===== config.mk =====
export PLATFORM = sky130hd
export DESIGN_NAME = main_controller
export DESIGN_NICKNAME = d
export VERILOG_FILES = /design/src/rtl/main_controller.sv
export SDC_FILE = /design/constraint.sdc
export NUM_CORES = 1
export LEC_CHECK = 0
export BUFFER_PORTS_ARGS = -buffer_cell sky130_fd_sc_hd__buf_2
export CELL_PAD_IN_SITES_DETAIL_PLACEMENT = 1
export CELL_PAD_IN_SITES_GLOBAL_PLACEMENT = 1
export CORE_MARGIN = 8
export CORE_UTILIZATION = 28
export DETAILED_ROUTE_END_ITERATION = 12
export PLACE_DENSITY = 0.89
export SLEW_MARGIN = 0
export SYNTH_ARGS = -nofsm -noshare
export SYNTH_HDL_FRONTEND = slang
export SYNTH_SLANG_ARGS = --single-unit

===== constraint.sdc =====
create_clock -name clk -period 2.21 [get_ports clk]
set_input_delay 0.442 -clock clk [delete_from_list [all_inputs] [get_ports clk]]
set_output_delay 0.442 -clock clk [all_outputs]
set_load 0.1 [all_outputs]

===== src/rtl/main_controller.sv =====
// Multicycle RV32I control unit: Moore sequencer, ALU decoder and ImmSrc decoder.
// Optional retired-instruction counter InstrRet is built when CTRL_INSTRET_EN is defined.
module main_controller #(
  parameter bit ILLEGAL_HALT = 1'b1,
  parameter int CNT_W        = 32
) (
  input  logic             clk,
  input  logic             reset,
  input  logic [6:0]       op,
  input  logic [2:0]       funct3,
  input  logic             funct7b5,
  input  logic             Zero,
  input  logic             MemReady,
  output logic             PCWrite,
  output logic             AdrSrc,
  output logic             MemWrite,
  output logic             IRWrite,
  output logic             RegWrite,
  output logic [1:0]       ResultSrc,
  output logic [1:0]       ALUSrcA,
  output logic [1:0]       ALUSrcB,
  output logic [2:0]       ALUControl,
  output logic [1:0]       ImmSrc,
  output logic [3:0]       State,
  output logic             Halted
`ifdef CTRL_INSTRET_EN
  ,
  output logic [CNT_W-1:0] InstrRet
`endif
);

  typedef enum logic [3:0] {
    S_FETCH    = 4'd0,
    S_DECODE   = 4'd1,
    S_MEMADR   = 4'd2,
    S_MEMREAD  = 4'd3,
    S_MEMWB    = 4'd4,
    S_MEMWRITE = 4'd5,
    S_EXECR    = 4'd6,
    S_EXECI    = 4'd7,
    S_JAL      = 4'd8,
    S_ALUWB    = 4'd9,
    S_BEQ      = 4'd10,
    S_HALT     = 4'd11
  } state_t;

  localparam logic [6:0] OP_LW    = 7'b0000011;
  localparam logic [6:0] OP_SW    = 7'b0100011;
  localparam logic [6:0] OP_RTYPE = 7'b0110011;
  localparam logic [6:0] OP_ITYPE = 7'b0010011;
  localparam logic [6:0] OP_JAL   = 7'b1101111;
  localparam logic [6:0] OP_BEQ   = 7'b1100011;

  localparam logic [2:0] ALU_ADD = 3'b000;
  localparam logic [2:0] ALU_SUB = 3'b001;
  localparam logic [2:0] ALU_AND = 3'b010;
  localparam logic [2:0] ALU_OR  = 3'b011;
  localparam logic [2:0] ALU_SLT = 3'b101;

  state_t state_q, state_d;

  // Raw Moore decodes before reset gating and the MemReady/Zero qualifiers.
  logic       pc_update;
  logic       branch;
  logic       ir_write_raw;
  logic       reg_write_raw;
  logic       mem_write_raw;
  logic [1:0] alu_op;

  function automatic logic [2:0] alu_decode(
    input logic [1:0] aluop,
    input logic [2:0] f3,
    input logic       op5,
    input logic       f7b5
  );
    logic [2:0] r;
    r = ALU_ADD;
    case (aluop)
      2'b00: r = ALU_ADD;
      2'b01: r = ALU_SUB;
      2'b10: begin
        case (f3)
          3'b000:  r = (op5 & f7b5) ? ALU_SUB : ALU_ADD;
          3'b010:  r = ALU_SLT;
          3'b110:  r = ALU_OR;
          3'b111:  r = ALU_AND;
          default: r = ALU_ADD;
        endcase
      end
      default: r = ALU_ADD;
    endcase
    return r;
  endfunction

  function automatic logic [1:0] imm_decode(input logic [6:0] opc);
    logic [1:0] r;
    case (opc)
      OP_SW:   r = 2'b01;
      OP_BEQ:  r = 2'b10;
      OP_JAL:  r = 2'b11;
      default: r = 2'b00;
    endcase
    return r;
  endfunction

  always_comb begin
    state_d = state_q;
    case (state_q)
      S_FETCH:    state_d = MemReady ? S_DECODE : S_FETCH;
      S_DECODE: begin
        case (op)
          OP_LW, OP_SW: state_d = S_MEMADR;
          OP_RTYPE:     state_d = S_EXECR;
          OP_ITYPE:     state_d = S_EXECI;
          OP_JAL:       state_d = S_JAL;
          OP_BEQ:       state_d = S_BEQ;
          default:      state_d = ILLEGAL_HALT ? S_HALT : S_FETCH;
        endcase
      end
      S_MEMADR:   state_d = op[5] ? S_MEMWRITE : S_MEMREAD;
      S_MEMREAD:  state_d = MemReady ? S_MEMWB : S_MEMREAD;
      S_MEMWB:    state_d = S_FETCH;
      S_MEMWRITE: state_d = MemReady ? S_FETCH : S_MEMWRITE;
      S_EXECR:    state_d = S_ALUWB;
      S_EXECI:    state_d = S_ALUWB;
      S_JAL:      state_d = S_ALUWB;
      S_ALUWB:    state_d = S_FETCH;
      S_BEQ:      state_d = S_FETCH;
      S_HALT:     state_d = S_HALT;
      default:    state_d = S_FETCH;
    endcase
  end

  always_ff @(posedge clk or negedge reset) begin
    if (!reset) begin
      state_q <= S_FETCH;
    end else begin
      state_q <= state_d;
    end
  end

  always_comb begin
    pc_update     = 1'b0;
    branch        = 1'b0;
    ir_write_raw  = 1'b0;
    reg_write_raw = 1'b0;
    mem_write_raw = 1'b0;
    alu_op        = 2'b00;
    AdrSrc        = 1'b0;
    ResultSrc     = 2'b00;
    ALUSrcA       = 2'b00;
    ALUSrcB       = 2'b00;
    case (state_q)
      S_FETCH: begin
        ALUSrcB      = 2'b10;
        ResultSrc    = 2'b10;
        ir_write_raw = MemReady;
        pc_update    = MemReady;
      end
      S_DECODE: begin
        ALUSrcA = 2'b01;
        ALUSrcB = 2'b01;
      end
      S_MEMADR: begin
        ALUSrcA = 2'b10;
        ALUSrcB = 2'b01;
      end
      S_MEMREAD: begin
        AdrSrc = 1'b1;
      end
      S_MEMWB: begin
        ResultSrc     = 2'b01;
        reg_write_raw = 1'b1;
      end
      // Strobe is held through the wait so the memory sees a stable request.
      S_MEMWRITE: begin
        AdrSrc        = 1'b1;
        mem_write_raw = 1'b1;
      end
      S_EXECR: begin
        ALUSrcA = 2'b10;
        alu_op  = 2'b10;
      end
      S_EXECI: begin
        ALUSrcA = 2'b10;
        ALUSrcB = 2'b01;
        alu_op  = 2'b10;
      end
      S_JAL: begin
        ALUSrcA   = 2'b01;
        ALUSrcB   = 2'b10;
        pc_update = 1'b1;
      end
      S_ALUWB: begin
        reg_write_raw = 1'b1;
      end
      S_BEQ: begin
        ALUSrcA = 2'b10;
        alu_op  = 2'b01;
        branch  = 1'b1;
      end
      default: begin
      end
    endcase
  end

  // Enables are masked by reset so an in-flight access is dropped the instant reset falls.
  assign PCWrite    = reset & (pc_update | (branch & Zero));
  assign IRWrite    = reset & ir_write_raw;
  assign RegWrite   = reset & reg_write_raw;
  assign MemWrite   = reset & mem_write_raw;
  assign ALUControl = alu_decode(alu_op, funct3, op[5], funct7b5);
  assign ImmSrc     = imm_decode(op);
  assign State      = state_q;
  assign Halted     = (state_q == S_HALT);

`ifdef CTRL_INSTRET_EN
  logic [CNT_W-1:0] instret_q, instret_d;
  logic             retire;

  // Illegal-op NOPs leave from DECODE, so they never reach these states.
  always_comb begin
    retire = 1'b0;
    case (state_q)
      S_MEMWB, S_ALUWB, S_BEQ: retire = 1'b1;
      S_MEMWRITE:              retire = MemReady;
      default:                 retire = 1'b0;
    endcase
    instret_d = instret_q + {{(CNT_W-1){1'b0}}, retire};
  end

  always_ff @(posedge clk or negedge reset) begin
    if (!reset) begin
      instret_q <= '0;
    end else begin
      instret_q <= instret_d;
    end
  end

  assign InstrRet = instret_q;
`else
  localparam int cnt_w_unused = CNT_W;
`endif

endmodule


==> impl_results.md, run 1 <==
- Status: finished clean
- Initial antenna violation count: 0
- Setup ws final: ~0.014 ns
- Synth area leader: dfrtp_1
- Area grow syn2layout: 109%
- Peak fanout along the critical path: 3
- Die area: around 4000 µm²
- Fmax: approximately 0.46 GHz
- Total GRT Usage: between 15 and 20%
- Iter 0 DRT Violations: 7
- Simple-gate share of the synthesized area: between 40% and 50%
- Post-DP HPWL: ~2300 µm
- RSZ-0062 raised after global routing: yes
- Adder-cell share of the synthesized area: 4.10%
- IO Count: 36
- R2R depth: 6
- Number of global-route vias before repair: about 1,000
- Worst-margin pin slew: 0.508 ns
- Layout cells sized above 1: 59.8%
- Ys Warns: 0
- Diodes inserted: 0
- Top cells by count, synth: 10 x nor2_1, 8 x nand2_1, 6 x inv_1
- Sequential-to-total area share from yosys stat: between 10% and 20%
- CTS Hold Bufs: 0
- Reg area: ~120 µm²
- DRT Wirelength: about 3000 µm
- Worst Path Arrival: between 1.5 and 2 ns
- Final min period: 2.20 ns
- Crit-path max cell delay: 0.48 ns
- 1st-pass router iterations: 4
- Area contributors post-synth: dfrtp_1 16%, nor2_1 6.1%, nand2_1 4.9%
- Crit path launch type: flip-flop
- Count leader, synth: nor2_1
- Remaining routing DRC violations: 0
- CTS tree: yes
- Std-Cell Rows: 17
- Post-Place Setup Slack: 0.0719 ns
- Yosys cell types: 39
- Max reg flops: 4
- Multi-input logic area: roughly 630 µm²
- Synth Area in Compound Gates: ~23%
- RePlAce Congestion: about 0.86
- Relative slew slack: about two thirds
- Core area: between 2000 and 2500 µm²
- Clock tree sinks: 4
- H-Tree Depth: 1
- Yosys top cell area share: around 16%
- Critical path endpoint category: primary output
- Final setup viols: 0
- Input/output buffers: 35
- Main combinational cell family by area after synthesis: simple AND/OR/NAND/NOR gates
- Post-Synthesis Cells: 86
- Critical Path Slowest Stage Cell: dfrtp_4
- Crit path max-delay family: simple AND/OR/NAND/NOR gates
- Reg2Reg Launch Point: State[3]
- Max-cap viol count: 0
- Clock-pin slew on the worst setup and hold paths: ~0.04 ns
- Clock Root Buffer: clkbuf_4
- CP Depth: 5
- Avg Inst Size Synth: 7.10 µm²
- Setup_tns: 0 ns
- R2R Setup Slk: 0.57 ns
- Xor/xnor share of the synthesized area: about 2.9%
- Async S/R FF share, synth: 100%
- Final hold vios: 0
- Mapped Area: 611 µm²
- Die W: ~63 µm
- Final hold slack: approximately 0.025 ns
- Synthesized net count: 103
- Longest Clk Path Bufs: 2
- Reg2reg end: State[0]
- Via density: between 5 and 6
- First-pass GRT wire length: around 5100 µm
- Fillers: around 250
- Critical path destination: ALUControl[1]
- Predominant post-synthesis flop cell: dfrtp_1
- Hold/Removal Path Class: input port to asynchronous set/reset pin
- Fin crit share: around 99%
- Total Nets Final: approximately 150
- Total gr overflow: 0
- Max-slew violations: 0
- Critical Path RT: about 1.8 ns
- Crit path launch: State[0]
- WL/cell: between 15 and 20 µm
- CTS Buf Count: 3
- Worst path buffer plus inverter count: 2
- #FFs+latches synth: 4
- Final ANT Viol Nets: 0
- Largest net degree at the start of global routing: 17
- Setup Skew: 0.00213 ns
- Post-synth EDFFs: 0
- Via Count: between 800 and 900
- Clk_lat worst skew: 0.24 ns
- Initial Utilization: 28.7%
- Chip Height: 62.7 µm
- Crit-path cells: nor4_4 > inv_2 > ha_4 > nor3b_4 > buf_12
- Mux cell area share after synthesis: about 1.6%
- Kind of critical path: flip-flop to primary output
worst reg2reg max path: cells and delay by family (launching register included):
kind                   cells  cell delay [ns]
flip-flops                 1             0.50
AO/OA/AOI/OAI              2             0.45
buffers and inverters      2             0.29
AND/OR/NAND/NOR            2             0.28
cells in the final DEF (no fill, tap or decap), types with 3 or more instances in the layout:
master    instances
buf_12           11
nand2_1           7
inv_1             4
nor2_1            7
clkbuf_4          3
dfrtp_4           4
buf_4            13
buf_2            22
a21oi_1           4
nor4_4            3
nor3_1            3
nand2b_1          3
worst min-delay path by stage:
stage,from,endpoint,depth (start not counted)
6_report,reset,State[2],1
5_1_grt,reset,State[0],1
3_5_place_dp,reset,State[3],1
2_1_floorplan,reset,State[0],0
3_3_place_gp,reset,State[3],1
4_1_cts,reset,State[0],1
logic make-up (layout without fill, tap and decap cells):
family                     count (synthesis)  in the layout
DFF                                        4              4
AOI/OAI and AO/OA                         20             20
and+or+nand+nor                           46             46
muxes                                      1              1
xor gates and xnor gates                   2              2
adders and majority gates                  2              2
buffers and inverters                     11             57
final cells by class:
type | instances | share of cell area (%)
Inverter | 7 | 2.45
Timing Repair Buffer | 47 | 34.4
Tap cell | 28 | 2.74
Multi-Input combinational cell | 71 | 49.7
Clock buffer | 3 | 1.76
Sequential cell | 4 | 9.01
routing by layer:
metal	wire [µm]	global-route usage [%]	vias up
met5	0	0	-
met4	63	7.98	0
met3	129	4.48	6
met2	1690	29.0	31
met1	1120	15.5	415
li1	-	-	405
stage by stage:
stage                     cell area [µm²]  utilization (%)  std cells
after floorplan                       781                -         86
after global placement               1180             55.3        152
after detailed placement             1180             55.3        152
final                                1280             60.1        160
after CTS                            1260             59.4        161
after global routing                 1280             60.1        160
repair_timing:
action,in CTS,in global routing
setup endpoints to repair,2,6
gates resized for setup,8,5
pin swaps,3,3
setup buffers,6,0
Power of run 1 is not shown: default switching activity piles up to over one toggle a cycle in this logic, so the estimate is an artifact.
==> run 2: changes to the inputs <==
Settings changed: CORE_UTILIZATION 28 to 29, CTS_BUF_LIST set to sky130_fd_sc_hd__clkbuf_8, PLACE_DENSITY 0.89 to 0.91.
==> impl_results.md, run 2 (synthesis results as in run 1) <==
- Final hold vios: 0 (unchanged)
- CTS Buf Count: 3 (unchanged)
- Diodes inserted: 0 (unchanged)
- Longest Clk Path Bufs: 2 (unchanged)
- Total GRT Usage: 16.5% (+0.80 points)
- Final hold slack: 0.0624 ns (+0.0373 ns)
- Post-DP HPWL: 2080 µm (-9.6%)
- H-Tree Depth: 1 (unchanged)
- Critical path endpoint category: primary output
- Setup ws final: -0.0455 ns (-0.0590 ns)
- Total Nets Final: 152 (+0.66%)
- Final setup viols: 2 (+2)
- Max-cap viol count: 0 (unchanged)
- Clock tree sinks: 4 (unchanged)
- Relative slew slack: 66.3% (about the same)
- Peak fanout along the critical path: 2 (-1)
- Crit-path max cell delay: 0.47 ns (about the same)
- Kind of critical path: flip-flop to primary output
- Std-Cell Rows: 16 (-1)
- Clock-pin slew on the worst setup and hold paths: 0.03 ns (about the same)
- Die area: 3830 µm² (-2.6%)
- IO Count: 36 (unchanged)
- Chip Height: 61.9 µm (-1.3%)
- Area grow syn2layout: 112%
- RSZ-0062 raised after global routing: yes
- Input/output buffers: 35 (unchanged)
- Initial Utilization: 30.8% (+2.1 points)
- Dpl cell area: 1170 µm² (-0.74%)
- Final ANT Viol Nets: 0 (unchanged)
- Crit path max-delay family: flip-flops
- Fin crit share: 102% (+2.7 points)
- Critical Path RT: 1.77 ns (about the same)
- Max reg flops: 4 (unchanged)
- Critical Path Slowest Stage Cell: dfrtp_4
- Largest net degree at the start of global routing: 17 (unchanged)
- Core area: 1980 µm² (-6.8%)
- Worst Path Arrival: 1.81 ns (+0.06 ns)
- Via Count: 857 (unchanged)
- First-pass GRT wire length: 4650 µm (-8.2%)
- RePlAce Congestion: 0.822 (-4.6%)
- DRT Wirelength: 3020 µm (+0.80%)
- Status: finished, violations left
- Commonest cells after routing, fill and taps aside: 22 x buf_2, 11 x buf_12, 11 x buf_4, 7 x nand2_1, 7 x nor2_1
- Clk_lat worst skew: 0.22 ns (-0.02 ns)
- Layout cells sized above 1: 59.4% (-0.45 points)
- Clock Root Buffer: clkbuf_8
- Die W: 61.9 µm (-1.3%)
- Worst-margin pin slew: 0.509 ns (+0.000863 ns)
- Number of global-route vias before repair: 940 (-6.5%)
- WL/cell: 18.9 µm (+0.80%)
- Total gr overflow: 0 (unchanged)
- Final min period: 2.26 ns (+0.0590 ns)
- Failing checks: negative setup slack
- Remaining routing DRC violations: 0 (unchanged)
- Worst path buffer plus inverter count: 3 (+1)
- Final instance area: 1290 µm² (+1.3%)
- Crit path launch type: flip-flop
- Most common cell after layout, fill and taps aside: buf_2
- Hold/Removal Path Class: input port to asynchronous set/reset pin
- Crit-path cells: buf_6 > nor2b_4 > and2_4 > inv_1 > ha_2 > a31oi_1 > nor2_2 > buf_12
- CTS tree: yes
- Setup Skew: 0.000420 ns (-0.00171 ns)
- Fillers: 240 (-4.8%)
- Initial antenna violation count: 0 (unchanged)
- 1st-pass router iterations: 4 (unchanged)
- Iter 0 DRT Violations: 17 (+10)
- Via density: 5.36 (unchanged)
- Max-slew violations: 0 (unchanged)
- Fmax: 0.443 GHz (-2.6%)
==> run 2: cell types whose count changed in the layout (fill, tap and decap cells not counted) <==
cell      change
ha_4          -1
nor2b_2       -1
buf_4         -2
clkbuf_8      +3
buf_6         +1
ha_2          +1
nor2b_1       +1
clkbuf_4      -1
==> run 2: routing by layer <==
| metal | vias up | GRT usage (%) | wire length [µm] |
|---|---|---|---|
| met2 | 38 | 32.2 | 1700 |
| li1 | 403 | - | - |
| met1 | 408 | 16.0 | 1050 |
| met3 | 8 | 4.53 | 208 |
| met4 | 0 | 5.52 | 68 |
| met5 | - | 0 | 0 |
==> run 2: worst paths after layout <==
check	slack, ns	startpoint	endpoint	depth (start not counted)
worst max register to register	0.63	State[3]	State[0]	6
worst min register to register	0.77	State[1]	State[3]	2
max in group asynchronous	1.96	reset	State[3]	1
worst min-delay path	0.06	reset	State[2]	1
worst max-delay path	-0.05	State[3]	ALUControl[0]	8
min in group clk	0.58	op[4]	State[2]	3
==> run 2: repair_timing <==
action                                  in CTS  in global routing
buffers inserted                             4                  4
endpoints found under the setup margin       3                  5
endpoints found under the hold margin        0                  0
gates cloned                                 0                  0
resized for setup                            5                  7
hold buffers                                 0                  0
pin swaps                                    4                  5
==> run 2: layout make-up <==
cell class | instances | area (µm²) | share of cell area [%]
Timing Repair Buffer | 48 | 450 | 34.8
Inverter | 7 | 31.3 | 2.42
Sequential cell | 4 | 115 | 8.90
Clock buffer | 3 | 41.3 | 3.19
Multi-Input combinational cell | 71 | 622 | 48.1
Tap cell | 27 | 33.8 | 2.61
==> run 2: stage by stage <==
stage          setup TNS, ns  utilization (%)  cells  worst slack, ns
2_1_floorplan          -3.31                -     86           -0.753
3_3_place_gp               0             58.9    150            0.128
3_5_place_dp               0             58.9    150           0.0954
4_1_cts              -0.0374             63.3    157          -0.0374
5_1_grt               -0.196             65.3    160          -0.0867
6_report             -0.0607             65.3    160          -0.0455
Power of run 2 is left out for the same reason.
